<file path="config.mk">
export PLATFORM = sky130hd
export DESIGN_NAME = gray_to_binary_stream
export DESIGN_NICKNAME = d
export VERILOG_FILES = /design/src/rtl/gray_to_binary_stream_pkg.sv /design/src/rtl/gray_to_binary_stream_step_checker.sv /design/src/rtl/gray_to_binary_stream.sv
export SDC_FILE = /design/constraint.sdc
export NUM_CORES = 1
export LEC_CHECK = 0
export ABC_CLOCK_PERIOD_IN_PS = 1600
export BUFFER_PORTS_ARGS = -buffer_cell sky130_fd_sc_hd__buf_2
export CELL_PAD_IN_SITES_DETAIL_PLACEMENT = 1
export CELL_PAD_IN_SITES_GLOBAL_PLACEMENT = 1
export CORE_ASPECT_RATIO = 0.9
export CORE_MARGIN = 3
export CORE_UTILIZATION = 34
export CTS_CLUSTER_DIAMETER = 30
export DETAILED_ROUTE_END_ITERATION = 10
export GPL_TIMING_DRIVEN = 0
export PLACE_DENSITY_LB_ADDON = 0.1
export SKIP_CTS_REPAIR_TIMING = 1
export SYNTH_ARGS = -nofsm -noshare
export SYNTH_HDL_FRONTEND = slang
export SYNTH_SLANG_ARGS = --single-unit
</file>
<file path="constraint.sdc">
create_clock -name clk -period 1.6 [get_ports clk]
set_input_delay 0 -clock clk [delete_from_list [all_inputs] [get_ports clk]]
set_output_delay 0 -clock clk [all_outputs]
set_load 0.02 [all_outputs]
</file>
<file path="src/rtl/gray_to_binary_stream_pkg.sv">
// Shared Gray-code helpers and tracker state type for the Gray decoder stream.
// Helpers work on MAX_W-bit words; narrower codes are zero-extended, which leaves results unchanged.
package gray_pkg;

  localparam int MAX_W = 16;

  typedef enum logic {NO_REF, TRACK} tracker_state_e;

  function automatic logic [MAX_W-1:0] gray2bin(input logic [MAX_W-1:0] g);
    logic [MAX_W-1:0] b;
    b[MAX_W-1] = g[MAX_W-1];
    for (int i = MAX_W-2; i >= 0; i--) b[i] = b[i+1] ^ g[i];
    return b;
  endfunction

  function automatic logic [MAX_W-1:0] bin2gray(input logic [MAX_W-1:0] b);
    return b ^ (b >> 1);
  endfunction

  function automatic logic hamming1(input logic [MAX_W-1:0] a, input logic [MAX_W-1:0] b);
    logic [MAX_W-1:0] d;
    int               cnt;
    d   = a ^ b;
    cnt = 0;
    for (int i = 0; i < MAX_W; i++) if (d[i]) cnt++;
    return (cnt == 1);
  endfunction

endpackage

</file>
<file path="src/rtl/gray_to_binary_stream_step_checker.sv">
// Tracks the previously accepted Gray word and flags non-unit-distance steps,
// keeping a saturating count of those errors.
module gray_step_checker
  import gray_pkg::*;
#(
  parameter int WIDTH     = 3,
  parameter int ERR_CNT_W = 8
) (
  input  logic                 clk,
  input  logic                 rst,
  input  logic                 clr,
  input  logic                 accept,
  input  logic [WIDTH-1:0]     in_gray,
  output logic                 step_err,
  output logic [ERR_CNT_W-1:0] err_count
);

  tracker_state_e        r_state, w_state_nxt;
  logic [WIDTH-1:0]      r_prev_gray;
  logic [ERR_CNT_W-1:0]  r_err_count;
  logic                  w_step_err;

  always_ff @(posedge clk) begin
    if (rst) r_state <= NO_REF;
    else     r_state <= w_state_nxt;
  end

  // A clear coinciding with an accept makes that word the new reference.
  always_comb begin
    w_state_nxt = r_state;
    w_step_err  = 1'b0;
    if (clr) begin
      w_state_nxt = accept ? TRACK : NO_REF;
    end else if (accept) begin
      w_state_nxt = TRACK;
      if (r_state == TRACK)
        w_step_err = !hamming1(MAX_W'(in_gray), MAX_W'(r_prev_gray));
    end
  end

  always_ff @(posedge clk) begin
    if (rst)         r_prev_gray <= '0;
    else if (accept) r_prev_gray <= in_gray;
  end

  always_ff @(posedge clk) begin
    if (rst || clr)
      r_err_count <= '0;
    else if (accept && w_step_err && !(&r_err_count))
      r_err_count <= r_err_count + ERR_CNT_W'(1);
  end

  assign step_err  = w_step_err;
  assign err_count = r_err_count;

endmodule

</file>
<file path="src/rtl/gray_to_binary_stream.sv">
// Streaming Gray-to-binary decoder with a one-stage registered output,
// valid/ready handshake and unit-distance sequence checking.
module gray_to_binary_stream
  import gray_pkg::*;
#(
  parameter int WIDTH     = 3,
  parameter int ERR_CNT_W = 8
) (
  input  logic                 clk,
  input  logic                 rst,
  input  logic                 clr,
  input  logic                 in_valid,
  output logic                 in_ready,
  input  logic [WIDTH-1:0]     in_gray,
  output logic                 out_valid,
  input  logic                 out_ready,
  output logic [WIDTH-1:0]     out_binary,
  output logic                 out_step_err,
  output logic [ERR_CNT_W-1:0] err_count
);

  logic             r_out_valid;
  logic [WIDTH-1:0] r_out_binary;
  logic             r_out_step_err;
  logic             w_accept;
  logic             w_step_err;

  assign in_ready = !r_out_valid || out_ready;
  assign w_accept = in_valid && in_ready;

  gray_step_checker #(
    .WIDTH     (WIDTH),
    .ERR_CNT_W (ERR_CNT_W)
  ) u_chk (
    .clk       (clk),
    .rst       (rst),
    .clr       (clr),
    .accept    (w_accept),
    .in_gray   (in_gray),
    .step_err  (w_step_err),
    .err_count (err_count)
  );

  // Output register: loads on accept, drains when the consumer takes it.
  always_ff @(posedge clk) begin
    if (rst) begin
      r_out_valid    <= 1'b0;
      r_out_binary   <= '0;
      r_out_step_err <= 1'b0;
    end else if (w_accept) begin
      r_out_valid    <= 1'b1;
      r_out_binary   <= WIDTH'(gray2bin(MAX_W'(in_gray)));
      r_out_step_err <= w_step_err;
    end else if (out_ready) begin
      r_out_valid    <= 1'b0;
    end
  end

  assign out_valid    = r_out_valid;
  assign out_binary   = r_out_binary;
  assign out_step_err = r_out_step_err;

endmodule

</file>
==> flow_results.org, run 1 <==
** Logic synthesis
- Proportion of synthesized chip area in sequential cells :: 0.3765
- Dividing the synthesized area by the synthesized cell count gives 9.149 µm².
- Counting every net in the synthesized netlist gives ~100.
- The cell area that synthesis handed to floorplanning was 850.8 µm².
- Register bit total from synthesis :: 16
- Post-synthesis cell type count :: 30
- After technology mapping, the gate count stands at 93.
- Yosys warns :: 0

** Power
- The analysis attributes to cell leakage a power of 0.4293 nW.
- VDD sags by at most 703.2 µV.
- The share of total power dissipated in the clock network is 0.324.
- Of the total power, registers draw 0.492.
- Net load switching power :: 0.2379 mW
- Of the total power, the share spent switching nets is 0.2783.
- Combinational share of power :: 0.184
- Final total power :: 0.8545 mW
- Power spread over the standard cell area amounts to 796.0 nW/µm².
- The internal portion of the total power is between 0.6 and 0.7 mW.

** Timing
- For the final routed database, the setup TNS stands at -1718 ps.
- The number of endpoints with negative hold slack in the final report came to 0.
- In the finished design, the share of the clock period the worst path needs comes to 1.163.
- Worst Tran Pin Value :: 433.4 ps
- Measured against its own limit, the worst slew margin works out to 0.7111.
- Clock skew after layout :: 6.055 ps
- Final number of max-transition violations :: 0
- Setup repair after global routing missed its margin :: true
- The tightest hold path in the finished design has a slack of 2.080 ps.
- Setup slack on the critical path of the routed design comes to -261.0 ps.
- Setup violations remaining at the end of the flow were counted as 9.
- Fin crit period :: about 1900 ps
- Timing would allow up to between 500 and 600 MHz.

** Finish
- 0 antenna diodes ended up in the layout.
- The library cell used most frequently in the layout, excluding fill and tap cells, is buf_2.
- At the end of the flow, the number of nets in the layout was 131.
- Layout Area Growth over Synthesis :: 26.18%
- The top cell types in the final layout, fill and taps aside, are 22 x buf_2, 14 x dfxtp_1, 12 x nor2_1.
- At the end of the flow the core is filled with cells to 0.4704.
- Of the cells placed in the final design, the portion with a size suffix greater than 1 is 0.3417.

** Critical path
- The critical path starts at u_chk.r_prev_gray[0].
- At the worst endpoint, the arrival time is 2030 ps.
- The critical path is of the flop to flop type.
- Along the worst path, the maximum fanout reaches 8.
- Critical register-to-register path startpoint :: u_chk.r_prev_gray[0]
- CP endpoint kind :: flop
- Data required, critical path :: 1770 ps
- Setup crit start kind :: flop
- Cell Chain, Critical Path :: xnor2_2 > ha_1 > nand2b_4 > o2111ai_4 > nor4_1 > o21ai_0
- Counting both buffers and inverters, the worst setup path holds a total of 0.
- Among cell families on the critical path, the largest total delay comes from simple AND/OR/NAND/NOR gates.
- In this design, the stage delay of the slowest critical-path cell is 420 ps.
- On the critical path, the stage with the largest delay is an instance of nor4_1.

** CTS
- After clock tree synthesis, the clock-pin slew on the worst setup and hold paths is 100 ps.
- Num CTS Buffers :: 3
- TritonCTS clock tree :: built
- CTS Root Buffer Type :: clkbuf_4
- The clock drives 16 sinks.
- The clock passes through at most 2 buffers.
- H-tree Lvls :: 1
- Clk_lat worst skew :: 290 ps

** Placed design
- Input and output buffers added on the ports amount to 21.
- The congestion estimate from routability-driven global placement came to around 0.79.
- Post-Place Worst Slack :: -236.6 ps
- Detail Placement HPWL :: about 1.5 mm

** Floorplan
- During I/O placement, the number of pins put on the boundary was 22.
- The core region is 2282 µm².
- For this configuration, the core starts out at a cell density of 0.3728.
- The floorplan step set the die width to 58.73 µm.
- The die covers 3139 µm².
- In this run the vertical extent of the chip is around 53 µm.
- The floorplan has 16 rows.

** GRT
- The first global-routing pass estimated approximately 3.5 mm of wire.
- Largest net degree at the start of global routing :: 11
- Antenna violations before repair :: 0
- GR Util All Layers :: 0.1501
- After global routing the overflow that remains totals 0.
- The via count of the first global-routing pass was 750.

** Drt
- For this block, the initial DRC count from the detailed router was 13.
- Total via count after detailed routing :: roughly 750
- After detailed routing, the number of remaining DRC violations is 0.
- WL final :: 2.007 mm
- Vias per cell :: slightly above 5
- The first detailed-routing pass took 4 iterations.
- In the final routed layout, each cell accounts on average for roughly 14 µm.
- Count of nets left with antenna violations after detail routing :: 0

** Run status
- Status :: finished with violations
- Failing checks :: setup timing

** Worst hold path
- Worst min-delay path category :: input port to flop
- The worst hold path begins at clr.

** Flow run
- Number of violations of the max-capacitance limit :: 0
## sequential cells by signal (all words and copies together), names as in the netlist
signal / flops
out_binary: 3
out_step_err: 1
out_valid: 1
u_chk.err_count: 8
u_chk.r_prev_gray: 2
u_chk.r_state: 1
## worst reg2reg max path, stage by stage (launching register included)
cell	delay [ps]
dfxtp_2	340
xnor2_2	150
ha_1	320
nand2b_4	130
o2111ai_4	240
nor4_1	420
o21ai_0	140
## routing by layer
metal  vias to the layer above  part of all wire  wire, µm  track usage
met4                         0            0.0050        10      0.03396
met2                        14              0.45       910       0.2224
li1                        381                 -         -            -
met3                         2             0.055       111      0.05122
met5                         -                 0         0            0
met1                       351              0.49       975       0.2069
## cell type report
type / instances / area [µm²]
Sequential cell: 16 / 322.8
Tap cell: 27 / 33.78
Multi-Input combinational cell: 71 / 528.0
Clock buffer: 4 / 36.28
Fill cell: 293 / 1209
Buffer: 4 / 20.02
Timing Repair Buffer: 23 / 125.1
Inverter: 2 / 7.507
## power by group through the flow
| stage | combinational, mW | clock, mW | sequential [mW] |
|---|---|---|---|
| 2_1_floorplan | 0.103 | 0 | 0.437 |
| 3_3_place_gp | 0.151 | 0 | 0.428 |
| 3_5_place_dp | 0.155 | 0 | 0.430 |
| 4_1_cts | 0.157 | 0.288 | 0.420 |
| 5_1_grt | 0.175 | 0.311 | 0.422 |
| 6_report | 0.157 | 0.277 | 0.420 |
## final timing paths
check / endpoint / slack [ps] / depth (start not counted)
max reg2reg: u_chk.err_count[5] / -260 / 6
min: u_chk.err_count[7] / 2 / 3
max: u_chk.err_count[5] / -260 / 6
min reg2reg: u_chk.r_prev_gray[0] / 480 / 2
## logic make-up after synthesis
kind of cell / Yosys count / synth area share
and+or+nand+nor: 44 / 0.3089
DFF: 16 / 0.3765
buffers and inverters: 6 / 0.03235
muxes: 1 / 0.01177
AOI/OAI and AO/OA: 15 / 0.1397
adders and majority gates: 2 / 0.02941
xor gates and xnor gates: 9 / 0.1015
## through the flow
step           instances  cell area [µm²]
2_1_floorplan         93            878.3
3_3_place_gp         141             1017
3_5_place_dp         141             1017
4_1_cts              145             1054
5_1_grt              147             1074
6_report             147             1074
## Yosys cell counts
cell | n | area [µm²]
dfxtp_1 | 16 | 320.3
nor2_1 | 13 | 48.80
a21oi_1 | 8 | 40.04
nand2_1 | 8 | 30.03
xnor2_1 | 8 | 70.07
nand3_1 | 7 | 35.03
and3_1 | 3 | 18.77
nand4_1 | 3 | 18.77
ha_1 | 2 | 25.02
inv_1 | 2 | 7.510
nand2b_1 | 2 | 12.51
nor4b_4 | 2 | 47.55
o21ai_0 | 2 | 10.01
a21o_1 | 1 | 7.510
buf_1 | 1 | 3.750
buf_2 | 1 | 5.000
buf_4 | 1 | 7.510
clkbuf_1 | 1 | 3.750
mux2i_1 | 1 | 10.01
nor2b_1 | 1 | 6.260
nor3_2 | 1 | 10.01
nor3_4 | 1 | 16.27
nor4_1 | 1 | 6.260
o2111ai_4 | 1 | 26.28
o211a_4 | 1 | 17.52
o311ai_1 | 1 | 8.760
o41ai_1 | 1 | 8.760
or2_2 | 1 | 6.260
or3_1 | 1 | 6.260
xnor2_2 | 1 | 16.27
No activity file was read; power rests on OpenSTA's default activity.
==> run 2: changes to the inputs <==
--- a/config.mk
+++ b/config.mk
@@ -5,13 +5,13 @@
 export SDC_FILE = /design/constraint.sdc
 export NUM_CORES = 1
 export LEC_CHECK = 0
-export ABC_CLOCK_PERIOD_IN_PS = 1600
+export ABC_CLOCK_PERIOD_IN_PS = 1800
 export BUFFER_PORTS_ARGS = -buffer_cell sky130_fd_sc_hd__buf_2
 export CELL_PAD_IN_SITES_DETAIL_PLACEMENT = 1
 export CELL_PAD_IN_SITES_GLOBAL_PLACEMENT = 1
 export CORE_ASPECT_RATIO = 0.9
 export CORE_MARGIN = 3
-export CORE_UTILIZATION = 34
+export CORE_UTILIZATION = 37
 export CTS_CLUSTER_DIAMETER = 30
 export DETAILED_ROUTE_END_ITERATION = 10
 export GPL_TIMING_DRIVEN = 0
==> constraint.sdc (replaced) <==
create_clock -name clk -period 1.8 [get_ports clk]
set_input_delay 0 -clock clk [delete_from_list [all_inputs] [get_ports clk]]
set_output_delay 0 -clock clk [all_outputs]
set_load 0.02 [all_outputs]
==> run 2 against run 1 <==
The flow still finishes with violations (setup timing); clock skew down 4.2 ps; die area fell by 7.3%; highest routed layer unchanged; final area grew 3.6%; combinational power about the same; register-to-register slack improved by 250 ps; critical path type unchanged; setup slack improved by 250 ps; clock power is 11% lower; largest power group unchanged; largest cell class unchanged; global-route usage rose by 0.20 points.
==> flow_results.org, run 2 (synthesis gave the netlist of run 1 again) <==
** Run status
- The run finished, with violations left.
- Failing checks :: setup timing

** Finish
- The repair_antennas step left the layout with diodes totalling 0.
- Summing all flip-flop and latch instances after layout gives 322.8 µm².
- Final design area excluding fillers :: roughly 1100 µm²
- Nets@finish :: around 130
- Most used cells in the layout excluding fill and tap cells :: 22 x buf_2, 14 x dfxtp_1, 12 x nor2_1
- The multi-input combinational cells in the finished layout cover a total of ~530 µm².
- Commonest non-fill, non-tap cell in the layout :: buf_2
- The layout has roughly 260 filler cells.
- Fraction of final layout cells sized beyond drive strength 1 :: 0.3659
- The register with the most flip-flops in the layout has 8 of them.
- Layout Area Growth over Synthesis :: 30.74%

** Placed design
- After detailed placement, the total cell area comes to 987.2 µm².
- Post-Place Worst Slack :: -128.9 ps
- The congestion estimate from routability-driven global placement came to around 0.7.
- Detailed placement ended at an HPWL of 1.532 mm.
- Port buffering added 21 buffers.

** Timing
- Post-route worst setup slack :: -10.22 ps
- The number of endpoints with negative hold slack in the final report is 0.
- Dividing the final minimum period by the clock period gives 1.006.
- For this run, the top clock speed supported by timing is ~550 MHz.
- Worst Tran Pin Value :: between 400 and 500 ps
- Count of final setup violators :: 1
- Clock skew after layout :: 1.814 ps
- Final number of max-transition violations :: 0
- Setup repair after global routing missed its margin :: true
- The worst path in the final design needs a cycle of about 1800 ps, including I/O delays and setup.
- Worst relative slew slack :: 0.7154

** GRT
- Largest net degree at the start of global routing :: 11
- GR Util All Layers :: 0.1520
- Wire length of the first global-routing pass :: between 3 and 4 mm
- Via count of the first global-routing pass :: a little under 700
- Antenna violations before repair :: 0
- GRT Residual Overflow :: 0

** Critical path
- The number of buffers and inverters on the critical path is 1.
- The cell family contributing the most delay on the critical path is simple AND/OR/NAND/NOR gates.
- Data required, critical path :: 1980 ps
- In this run the critical register-to-register path is captured at u_chk.err_count[2].
- Counting cells, the worst reg-to-reg path comes to 8.
- Slowest cell on crit path :: dfxtp_2
- At the worst endpoint, the arrival time is between 1500 and 2000 ps.
- Reg-to-reg slack, setup :: -10 ps
- Peak per-stage delay on the critical path :: between 300 and 400 ps
- The critical path in this run is classified as flop to flop.
- CP endpoint kind :: flop
- Cell Chain, Critical Path :: xnor2_2 > ha_1 > nand2b_4 > o2111ai_4 > buf_12 > nor4b_4 > xnor2_1 > nor2_1
- Crit path max fanout :: 8
- Setup crit start kind :: flop
- The worst register-to-register path begins at u_chk.r_prev_gray[0].

** Floorplan
- 22 I/O pins were placed.
- Count of standard-cell rows :: 15
- Die ar. :: 2912 µm²
- The die is 51.49 µm tall.
- Width of the die :: 56.55 µm
- For this configuration, the core starts out at a cell density of 0.4159.
- After floorplanning, the core was sized to cover 2046 µm².

** CTS
- After clock tree synthesis, the clock-pin slew on the worst setup and hold paths is 100 ps.
- Clk_lat worst skew :: 290 ps
- TritonCTS clock tree :: built
- Num CTS Buffers :: 3
- The tree built by TritonCTS fans out to 16 sinks.
- H-tree Lvls :: 1
- CTS Root Buffer Type :: clkbuf_4
- Max Buffers Root-to-Sink :: 2

** Drt
- Dividing the detail-routed via count by the number of cells gives 5.176.
- Initial detailed-routing violation count :: 12
- Count of nets left with antenna violations after detail routing :: 0
- The routed design has 2.078 mm of wire.
- Dividing the detail-routed wire length by the instance count gives 14.04 µm.
- DRC errors left :: 0
- Iteration count of the initial detailed-routing pass :: 4
- Total via count after detailed routing :: 766

** Worst hold path
- In this run the worst hold path is classified as input port to flop.
- Launch point of the worst hold path :: in_gray[2]
- Number of instances on the worst hold path :: 3
- For hold timing, the worst endpoint is out_binary[2].

** Power
- Final total power :: 0.7747 mW
- Summed over all cells, the static leakage comes to 0.4501 nW.
- Power spread over the standard cell area amounts to 696.5 nW/µm².
- IR drop worst, VDD :: 464.8 µV

** Flow run
- Number of violations of the max-capacitance limit :: 0
==> run 2: cell types whose count changed in the layout (fill, tap and decap cells not counted), sizes merged <==
cell,previous run,this run
buf,24,27
==> run 2: worst max path at each step <==
stage	end	startpoint	slack [ps]	cells after the start
after floorplan	u_chk.err_count[4]	u_chk.r_prev_gray[1]	60	7
after global placement	u_chk.err_count[4]	u_chk.r_prev_gray[0]	-110	7
after detailed placement	u_chk.err_count[4]	u_chk.r_prev_gray[0]	-130	7
after CTS	u_chk.err_count[4]	u_chk.r_prev_gray[0]	-160	7
after global routing	u_chk.err_count[2]	u_chk.r_prev_gray[0]	-100	8
final	u_chk.err_count[2]	u_chk.r_prev_gray[0]	-10	8
==> run 2: metal layers <==
metal	vias to the layer above	part of all wire	track usage	routed length, µm
met5	-	0	0	0
met4	0	0.0082	0.04743	17
met3	2	0.046	0.05459	95
met2	16	0.45	0.2269	939
met1	363	0.49	0.2043	1026
li1	385	-	-	-
==> run 2: area by class of cell <==
type | instances | area share
multi-input combinational | 71 | 0.4803
sequential | 16 | 0.2902
timing repair buffer | 26 | 0.1440
clock buffer | 4 | 0.03262
tap | 25 | 0.02812
buffer | 4 | 0.01800
inverter | 2 | 0.006749
==> run 2: worst reg2reg max path: stages (launching register included) <==
cell,delay [ps]
dfxtp_2,350
xnor2_2,150
ha_1,310
nand2b_4,140
o2111ai_4,140
buf_12,180
nor4b_4,220
xnor2_1,160
nor2_1,60
==> run 2: through the flow <==
| step | cells | util | setup TNS [ps] | hold slack (ps) |
|---|---|---|---|---|
| global placement | 139 | 0.4826 | -582.0 | 292.6 |
| floorplan | 93 | - | 0 | 129.5 |
| CTS | 143 | 0.5003 | -1126 | -21.92 |
| global route | 148 | 0.5437 | -256.0 | 10.49 |
| finish | 148 | 0.5437 | -10.22 | 8.205 |
| detailed placement | 139 | 0.4826 | -852.8 | 305.5 |
==> run 2: where the power goes <==
part / leakage [nW] / switching, mW / internal, mW / total, mW
registers: 0.131 / 0.00707 / 0.366 / 0.373
clock network: 0.0210 / 0.123 / 0.123 / 0.246
logic: 0.298 / 0.0861 / 0.0695 / 0.156
